--- src/rtl/hazard_pkg.sv ---
// Shared types for the pipeline hazard controller.
// State and operand-select encodings are visible on the debug and mux ports.
package hazard_pkg;

    typedef enum logic [1:0] {
        RUN    = 2'd0,
        LSTALL = 2'd1,
        FREEZE = 2'd2,
        FLUSH  = 2'd3
    } hazard_state_e;

    typedef enum logic [1:0] {
        FWD_RF  = 2'b00,
        FWD_MEM = 2'b01,
        FWD_WB  = 2'b10
    } fwd_sel_e;

    localparam int unsigned REG_ZERO = 0;

endpackage

--- src/rtl/hazard_fwd_sel.sv ---
// Per-operand dependency compare: picks the newest in-flight producer of rs.
// Also reports the raw EX-stage hit so the caller can detect load-use.
module hazard_fwd_sel
    import hazard_pkg::*;
#(
    parameter int unsigned REG_ADDR_WIDTH = 5
) (
    input  logic                      valid_i,
    input  logic [REG_ADDR_WIDTH-1:0] rs_addr_i,
    input  logic [REG_ADDR_WIDTH-1:0] ex_rd_addr_i,
    input  logic                      ex_we_i,
    input  logic [REG_ADDR_WIDTH-1:0] mem_rd_addr_i,
    input  logic                      mem_we_i,
    output fwd_sel_e                  sel_o,
    output logic                      ex_hit_o
);

    logic rs_live;
    logic mem_hit;

    // x0 is hard-wired, so it can never carry a dependency
    assign rs_live  = valid_i && (rs_addr_i != REG_ADDR_WIDTH'(REG_ZERO));
    assign ex_hit_o = rs_live && ex_we_i && (rs_addr_i == ex_rd_addr_i);
    assign mem_hit  = rs_live && mem_we_i && (rs_addr_i == mem_rd_addr_i);

    always_comb begin
        sel_o = FWD_RF;
        if (ex_hit_o) begin
            sel_o = FWD_MEM;
        end else if (mem_hit) begin
            sel_o = FWD_WB;
        end
    end

endmodule

--- src/rtl/hazard_ctrl_unit.sv ---
// Stall/flush/freeze sequencer and registered EX operand selects.
// Define HAZARD_PERF_CNT_EN to add saturating stall and flush counters.
module hazard_ctrl_unit
    import hazard_pkg::*;
#(
    parameter int unsigned REG_ADDR_WIDTH = 5,
    parameter int unsigned LOAD_LATENCY   = 1,
    parameter int unsigned CNT_WIDTH      = 32
) (
    input  logic                      clk_i,
    input  logic                      rst_i,
    input  logic                      id_valid_i,
    input  logic [REG_ADDR_WIDTH-1:0] id_rs1_addr_i,
    input  logic [REG_ADDR_WIDTH-1:0] id_rs2_addr_i,
    input  logic [REG_ADDR_WIDTH-1:0] ex_rd_addr_i,
    input  logic                      ex_reg_we_i,
    input  logic                      ex_is_load_i,
    input  logic [REG_ADDR_WIDTH-1:0] mem_rd_addr_i,
    input  logic                      mem_reg_we_i,
    input  logic                      branch_taken_i,
    input  logic                      mem_busy_i,
    output logic                      stall_if_o,
    output logic                      stall_id_o,
    output logic                      flush_id_o,
    output logic                      bubble_ex_o,
    output logic                      freeze_all_o,
    output logic [1:0]                fwd_a_o,
    output logic [1:0]                fwd_b_o,
    output logic [1:0]                state_o
`ifdef HAZARD_PERF_CNT_EN
    ,
    output logic [CNT_WIDTH-1:0]      perf_stall_cnt_o,
    output logic [CNT_WIDTH-1:0]      perf_flush_cnt_o
`endif
);

    localparam int unsigned LAT =
        (LOAD_LATENCY < 1) ? 1 : ((LOAD_LATENCY > 3) ? 3 : LOAD_LATENCY);
    localparam logic [1:0] LAT_M1 = 2'(LAT - 1);

    hazard_state_e state_q, state_d;
    hazard_state_e prior_q, prior_d;
    logic          pend_q, pend_d;
    logic [1:0]    cnt_q, cnt_d;
    fwd_sel_e      fwd_a_q, fwd_a_d;
    fwd_sel_e      fwd_b_q, fwd_b_d;
    fwd_sel_e      sel_a, sel_b;
    logic          hit_a, hit_b;
    logic          load_use;
    logic          stall_if, stall_id, flush, bubble, freeze;

    hazard_fwd_sel #(
        .REG_ADDR_WIDTH(REG_ADDR_WIDTH)
    ) u_fwd_a (
        .valid_i      (id_valid_i),
        .rs_addr_i    (id_rs1_addr_i),
        .ex_rd_addr_i (ex_rd_addr_i),
        .ex_we_i      (ex_reg_we_i),
        .mem_rd_addr_i(mem_rd_addr_i),
        .mem_we_i     (mem_reg_we_i),
        .sel_o        (sel_a),
        .ex_hit_o     (hit_a)
    );

    hazard_fwd_sel #(
        .REG_ADDR_WIDTH(REG_ADDR_WIDTH)
    ) u_fwd_b (
        .valid_i      (id_valid_i),
        .rs_addr_i    (id_rs2_addr_i),
        .ex_rd_addr_i (ex_rd_addr_i),
        .ex_we_i      (ex_reg_we_i),
        .mem_rd_addr_i(mem_rd_addr_i),
        .mem_we_i     (mem_reg_we_i),
        .sel_o        (sel_b),
        .ex_hit_o     (hit_b)
    );

    assign load_use = ex_is_load_i && (hit_a || hit_b);

    always_comb begin
        state_d  = state_q;
        prior_d  = prior_q;
        pend_d   = pend_q;
        cnt_d    = cnt_q;
        stall_if = 1'b0;
        stall_id = 1'b0;
        flush    = 1'b0;
        bubble   = 1'b0;
        freeze   = 1'b0;
        if (mem_busy_i) begin
            // a branch seen while frozen is remembered, not dropped
            freeze  = 1'b1;
            state_d = FREEZE;
            if (state_q != FREEZE) begin
                prior_d = state_q;
            end
            if (branch_taken_i) begin
                pend_d = 1'b1;
            end
        end else begin
            unique case (state_q)
                RUN: begin
                    if (branch_taken_i) begin
                        flush  = 1'b1;
                        bubble = 1'b1;
                        cnt_d  = 2'd0;
                    end else if (load_use) begin
                        stall_if = 1'b1;
                        stall_id = 1'b1;
                        bubble   = 1'b1;
                        cnt_d    = LAT_M1;
                        state_d  = (LAT > 1) ? LSTALL : RUN;
                    end
                end
                LSTALL: begin
                    if (branch_taken_i) begin
                        flush   = 1'b1;
                        bubble  = 1'b1;
                        cnt_d   = 2'd0;
                        state_d = RUN;
                    end else begin
                        stall_if = 1'b1;
                        stall_id = 1'b1;
                        bubble   = 1'b1;
                        cnt_d    = (cnt_q == 2'd0) ? 2'd0 : cnt_q - 2'd1;
                        state_d  = (cnt_q <= 2'd1) ? RUN : LSTALL;
                    end
                end
                FREEZE: begin
                    state_d = pend_q ? FLUSH : prior_q;
                end
                FLUSH: begin
                    flush   = 1'b1;
                    bubble  = 1'b1;
                    pend_d  = 1'b0;
                    state_d = RUN;
                end
            endcase
        end
    end

    always_comb begin
        fwd_a_d = fwd_a_q;
        fwd_b_d = fwd_b_q;
        if (bubble || flush) begin
            fwd_a_d = FWD_RF;
            fwd_b_d = FWD_RF;
        end else if (!stall_id && !freeze) begin
            fwd_a_d = sel_a;
            fwd_b_d = sel_b;
        end
    end

    always_ff @(posedge clk_i or posedge rst_i) begin
        if (rst_i) begin
            state_q <= RUN;
            prior_q <= RUN;
            pend_q  <= 1'b0;
            cnt_q   <= 2'd0;
            fwd_a_q <= FWD_RF;
            fwd_b_q <= FWD_RF;
        end else begin
            state_q <= state_d;
            prior_q <= prior_d;
            pend_q  <= pend_d;
            cnt_q   <= cnt_d;
            fwd_a_q <= fwd_a_d;
            fwd_b_q <= fwd_b_d;
        end
    end

    // reset must silence the enables at once, not at the next edge
    assign stall_if_o   = stall_if & ~rst_i;
    assign stall_id_o   = stall_id & ~rst_i;
    assign flush_id_o   = flush & ~rst_i;
    assign bubble_ex_o  = bubble & ~rst_i;
    assign freeze_all_o = freeze & ~rst_i;
    assign fwd_a_o      = fwd_a_q;
    assign fwd_b_o      = fwd_b_q;
    assign state_o      = state_q;

`ifdef HAZARD_PERF_CNT_EN
    logic [CNT_WIDTH-1:0] pstall_q, pstall_d;
    logic [CNT_WIDTH-1:0] pflush_q, pflush_d;

    always_comb begin
        pstall_d = pstall_q;
        pflush_d = pflush_q;
        if ((stall_id_o || freeze_all_o) && !(&pstall_q)) begin
            pstall_d = pstall_q + CNT_WIDTH'(1);
        end
        if (flush_id_o && !(&pflush_q)) begin
            pflush_d = pflush_q + CNT_WIDTH'(1);
        end
    end

    always_ff @(posedge clk_i or posedge rst_i) begin
        if (rst_i) begin
            pstall_q <= '0;
            pflush_q <= '0;
        end else begin
            pstall_q <= pstall_d;
            pflush_q <= pflush_d;
        end
    end

    assign perf_stall_cnt_o = pstall_q;
    assign perf_flush_cnt_o = pflush_q;
`endif

endmodule

--- config.mk ---
export PLATFORM = sky130hd
export DESIGN_NAME = hazard_ctrl_unit
export DESIGN_NICKNAME = d
export VERILOG_FILES = /design/src/rtl/hazard_pkg.sv /design/src/rtl/hazard_fwd_sel.sv /design/src/rtl/hazard_ctrl_unit.sv
export SDC_FILE = /design/constraint.sdc
export NUM_CORES = 1
export LEC_CHECK = 0
export BUFFER_PORTS_ARGS = -buffer_cell sky130_fd_sc_hd__buf_2
export CAP_MARGIN = 5
export CORE_MARGIN = 3
export CORE_UTILIZATION = 43
export CTS_BUF_LIST = sky130_fd_sc_hd__clkbuf_16
export CTS_CLUSTER_DIAMETER = 30
export DETAILED_ROUTE_END_ITERATION = 7
export PLACE_DENSITY = 0.85
export SLEW_MARGIN = 20
export SYNTH_ARGS = -nofsm -noshare
export SYNTH_HDL_FRONTEND = slang
export SYNTH_SLANG_ARGS = --single-unit
--- constraint.sdc ---
create_clock -name clk_i -period 1.8 [get_ports clk_i]
set_clock_uncertainty 0.1 [all_clocks]
set_input_delay 0.09 -clock clk_i [delete_from_list [all_inputs] [get_ports clk_i]]
set_output_delay 0.09 -clock clk_i [all_outputs]
set_load 0.02 [all_outputs]
==> flow_metrics.env <==
export IMPL_place_gp_congestion=0.846
export IMPL_final_cell_mix="buf_2 (30), buf_4 (27), xnor2_1 (15)"
export IMPL_die_area_sq_um=2940
export IMPL_grt_overflow=0
export IMPL_slew_violations=0
export IMPL_syn_instance_count=115
export IMPL_grt_first_pass_wirelength_mm=5.81
export IMPL_drt_vias_per_instance=6.23
export IMPL_die_h_um=54.2
export IMPL_nFillCells=95
export IMPL_finalCriticalPeriod_ns=1.92
export IMPL_rows=16
export IMPL_cts_root_buffer="clkbuf_16"
export IMPL_drtIter0Drc=109
export IMPL_htree_levels=1
export IMPL_grt_max_degree=11
export IMPL_period_share=1.06
export IMPL_yosysUniqueCellTypes=38
export IMPL_path_class="input port to flip-flop"
export IMPL_synth_fa_ha_area_frac=0.0500
export IMPL_arrival_ns=1.93
export IMPL_power_density_nw_per_um2=949
export IMPL_final_setup_worst_slack_ns=-0.115
export IMPL_cts_num_sinks=11
export IMPL_drv_cap=0
export IMPL_hold_viol=0
export IMPL_timing_rr_start="state_o[1]"
export IMPL_multi_input_area_sq_um=843
export IMPL_avgSynthCellArea_sq_um=8.70
export IMPL_cts_buffers=3
export IMPL_cts_tree="yes"
export IMPL_slew_headroom=0.705
export IMPL_dp_slack_ns=-0.0813
export IMPL_antenna_found_initial=0
export IMPL_grt_pass1_vias=1210
export IMPL_clk_pin_slew_ns=0.05
export IMPL_clk_latency_ns=0.25
export IMPL_routed_via_count=1321
export IMPL_synth_nets=147
export IMPL_rrSetupSlack_ns=-0.06
export IMPL_antenna_left=0
export IMPL_tightest_slew_ns=0.443
export IMPL_synth_compound_area_frac=0.190
export IMPL_synth_area_mux_share=0.0475
export IMPL_syn2layout_area_growth_pct=73.8
export IMPL_worst_hold_path_type="input port to asynchronous set/reset pin"
export IMPL_ys_warn_count=0
export IMPL_synth_top_family_by_area="simple AND/OR/NAND/NOR gates"
export IMPL_synth_edf_count=0
export IMPL_io_pins=39
export IMPL_diodes=0
export IMPL_outcome="finished, violations left"
export IMPL_r2r_end="fwd_b_o[1]"
export IMPL_endpoint="fwd_b_o[1]"
export IMPL_portBuffers=38
export IMPL_syn_cell_area_sq_um=1000
export IMPL_drt_wl_total_mm=4.65
export IMPL_drtPass1Iterations=5
export IMPL_yosysSeqAreaShare=0.275
export IMPL_nNetsFinal=218
export IMPL_coreArea_sq_um=2080
export IMPL_wire_per_inst_um=21.9
export IMPL_cp_start_kind="input port"
export IMPL_route_detailed_drc=0
export IMPL_r2r_cells=8
export IMPL_setup_viol=8
export IMPL_yosys_area_share_simple=0.216
export IMPL_place_hpwl_mm=2.28
export IMPL_crit_required_ns=1.82
export IMPL_violations="negative setup slack"
export IMPL_fmax_mhz=522
export IMPL_die_x_um=54.2
export IMPL_synth_main_ff_cell="dfrtp_1"
export IMPL_async_reset_ff_frac=1.00
export IMPL_ys_ff_latch=11
export IMPL_final_common_cell="buf_2"
export IMPL_crit_start="id_rs1_addr_i[1]"
export IMPL_drive_gt1_frac=0.589
export IMPL_grtUsageTotal=0.280
export IMPL_critical_path_endpoint_type="flip-flop"
export IMPL_cts_buffer_depth=2
export IMPL_p_leak_nw=0.776
export IMPL_start_util=0.481
export IMPL_ir_worst_vdd_mv=1.19
export IMPL_crit_fanout=4
export IMPL_synthXorXnorAreaFrac=0.175
export IMPL_final_util=0.835
export IMPL_seq_area_sq_um=277
-- state kept, by name, indices dropped and copies added (netlist names) --
signal   flops
cnt_q        2
fwd_a_o      2
fwd_b_o      2
prior_q      2
state_o      2
pend_q       1
-- layout make-up --
cell class / instances / area share
clock buffers: 3 / 0.0432
clock inverters: 1 / 0.00288
inverters: 9 / 0.0194
multi-input cells: 93 / 0.485
flip-flops and latches: 11 / 0.159
well taps: 27 / 0.0194
repair buffers: 68 / 0.271
-- worst max-delay path, stage by stage --
cell and delay (ns):
buf_2 0.14, xnor2_1 0.21, nand4_1 0.23, nor3_4 0.23
o21ai_2 0.11, buf_6 0.14, buf_4 0.12, buf_4 0.12
buf_4 0.13, buf_4 0.13, a21oi_4 0.22, a21oi_2 0.05
-- cell families (layout without fill, tap and decap cells) --
kind of cell / Yosys count / after routing
compound gates: 26 / 26
xor+xnor: 20 / 20
simple gates: 39 / 39
flops: 11 / 11
fa+ha+maj: 4 / 4
buf+inv: 11 / 81
mux: 4 / 4
-- per-stage QoR --
stage               std cells  hold WS, ns  setup TNS, ns  power, mW  instance area [sq um]
floorplan                 115       -0.144              0      0.767                   1000
global placement          190       -0.114        -0.0258      0.967                   1300
detailed placement        190       -0.109         -0.218      0.994                   1300
CTS                       212        0.144       -0.00778       1.45                   1580
global route              212        0.180         -0.577       1.71                   1740
finish                    212        0.183         -0.635       1.65                   1740
-- where the power goes --
part,leakage [nW],internal (mW),switching (mW),total [mW]
clock,0.0409,0.295,0.122,0.417
combinational,0.595,0.366,0.537,0.903
sequential,0.140,0.302,0.0279,0.330
total,0.776,0.964,0.686,1.65
-- cells in the mapped netlist (all sizes together) (2+ instances only) --
master  instances  area share
nand3           9       0.045
inv             9       0.034
nor3            6       0.040
xnor2          20        0.18
o21ai           8       0.044
nor4            2       0.012
nand4           4       0.025
nor2           10       0.048
o211ai          2       0.029
nand2           4       0.015
ha              4       0.050
dfrtp          11        0.27
or4             2       0.019
mux2            3       0.037
a211oi          2       0.020
a21oi           7       0.035
buf             2       0.012
-- metal layers --
metal,vias up,share of wire,GRT usage
met5,-,0,0
met4,0,0.046,0.0871
met3,31,0.097,0.0872
met2,114,0.46,0.432
met1,618,0.40,0.372
li1,558,-,-
-- what timing repair did --
action,CTS,global route
pin swaps,9,18
setup endpoints to repair,3,8
resized for setup,14,35
buffers inserted,17,1
endpoints found under the hold margin,11,0
hold buffers,1,0
-- worst min path at each step --
| stage | start | endpoint | slack (ns) | depth (start not counted) |
|---|---|---|---|---|
| 3_3_place_gp | rst_i | cnt_q[1] | -0.11 | 2 |
| 5_1_grt | branch_taken_i | pend_q | 0.18 | 3 |
| 6_report | rst_i | cnt_q[1] | 0.18 | 3 |
| 3_5_place_dp | rst_i | cnt_q[1] | -0.11 | 2 |
| 4_1_cts | mem_busy_i | state_o[1] | 0.14 | 2 |
| 2_1_floorplan | rst_i | cnt_q[0] | -0.14 | 1 |
No activity file was read; power rests on OpenSTA's default activity.
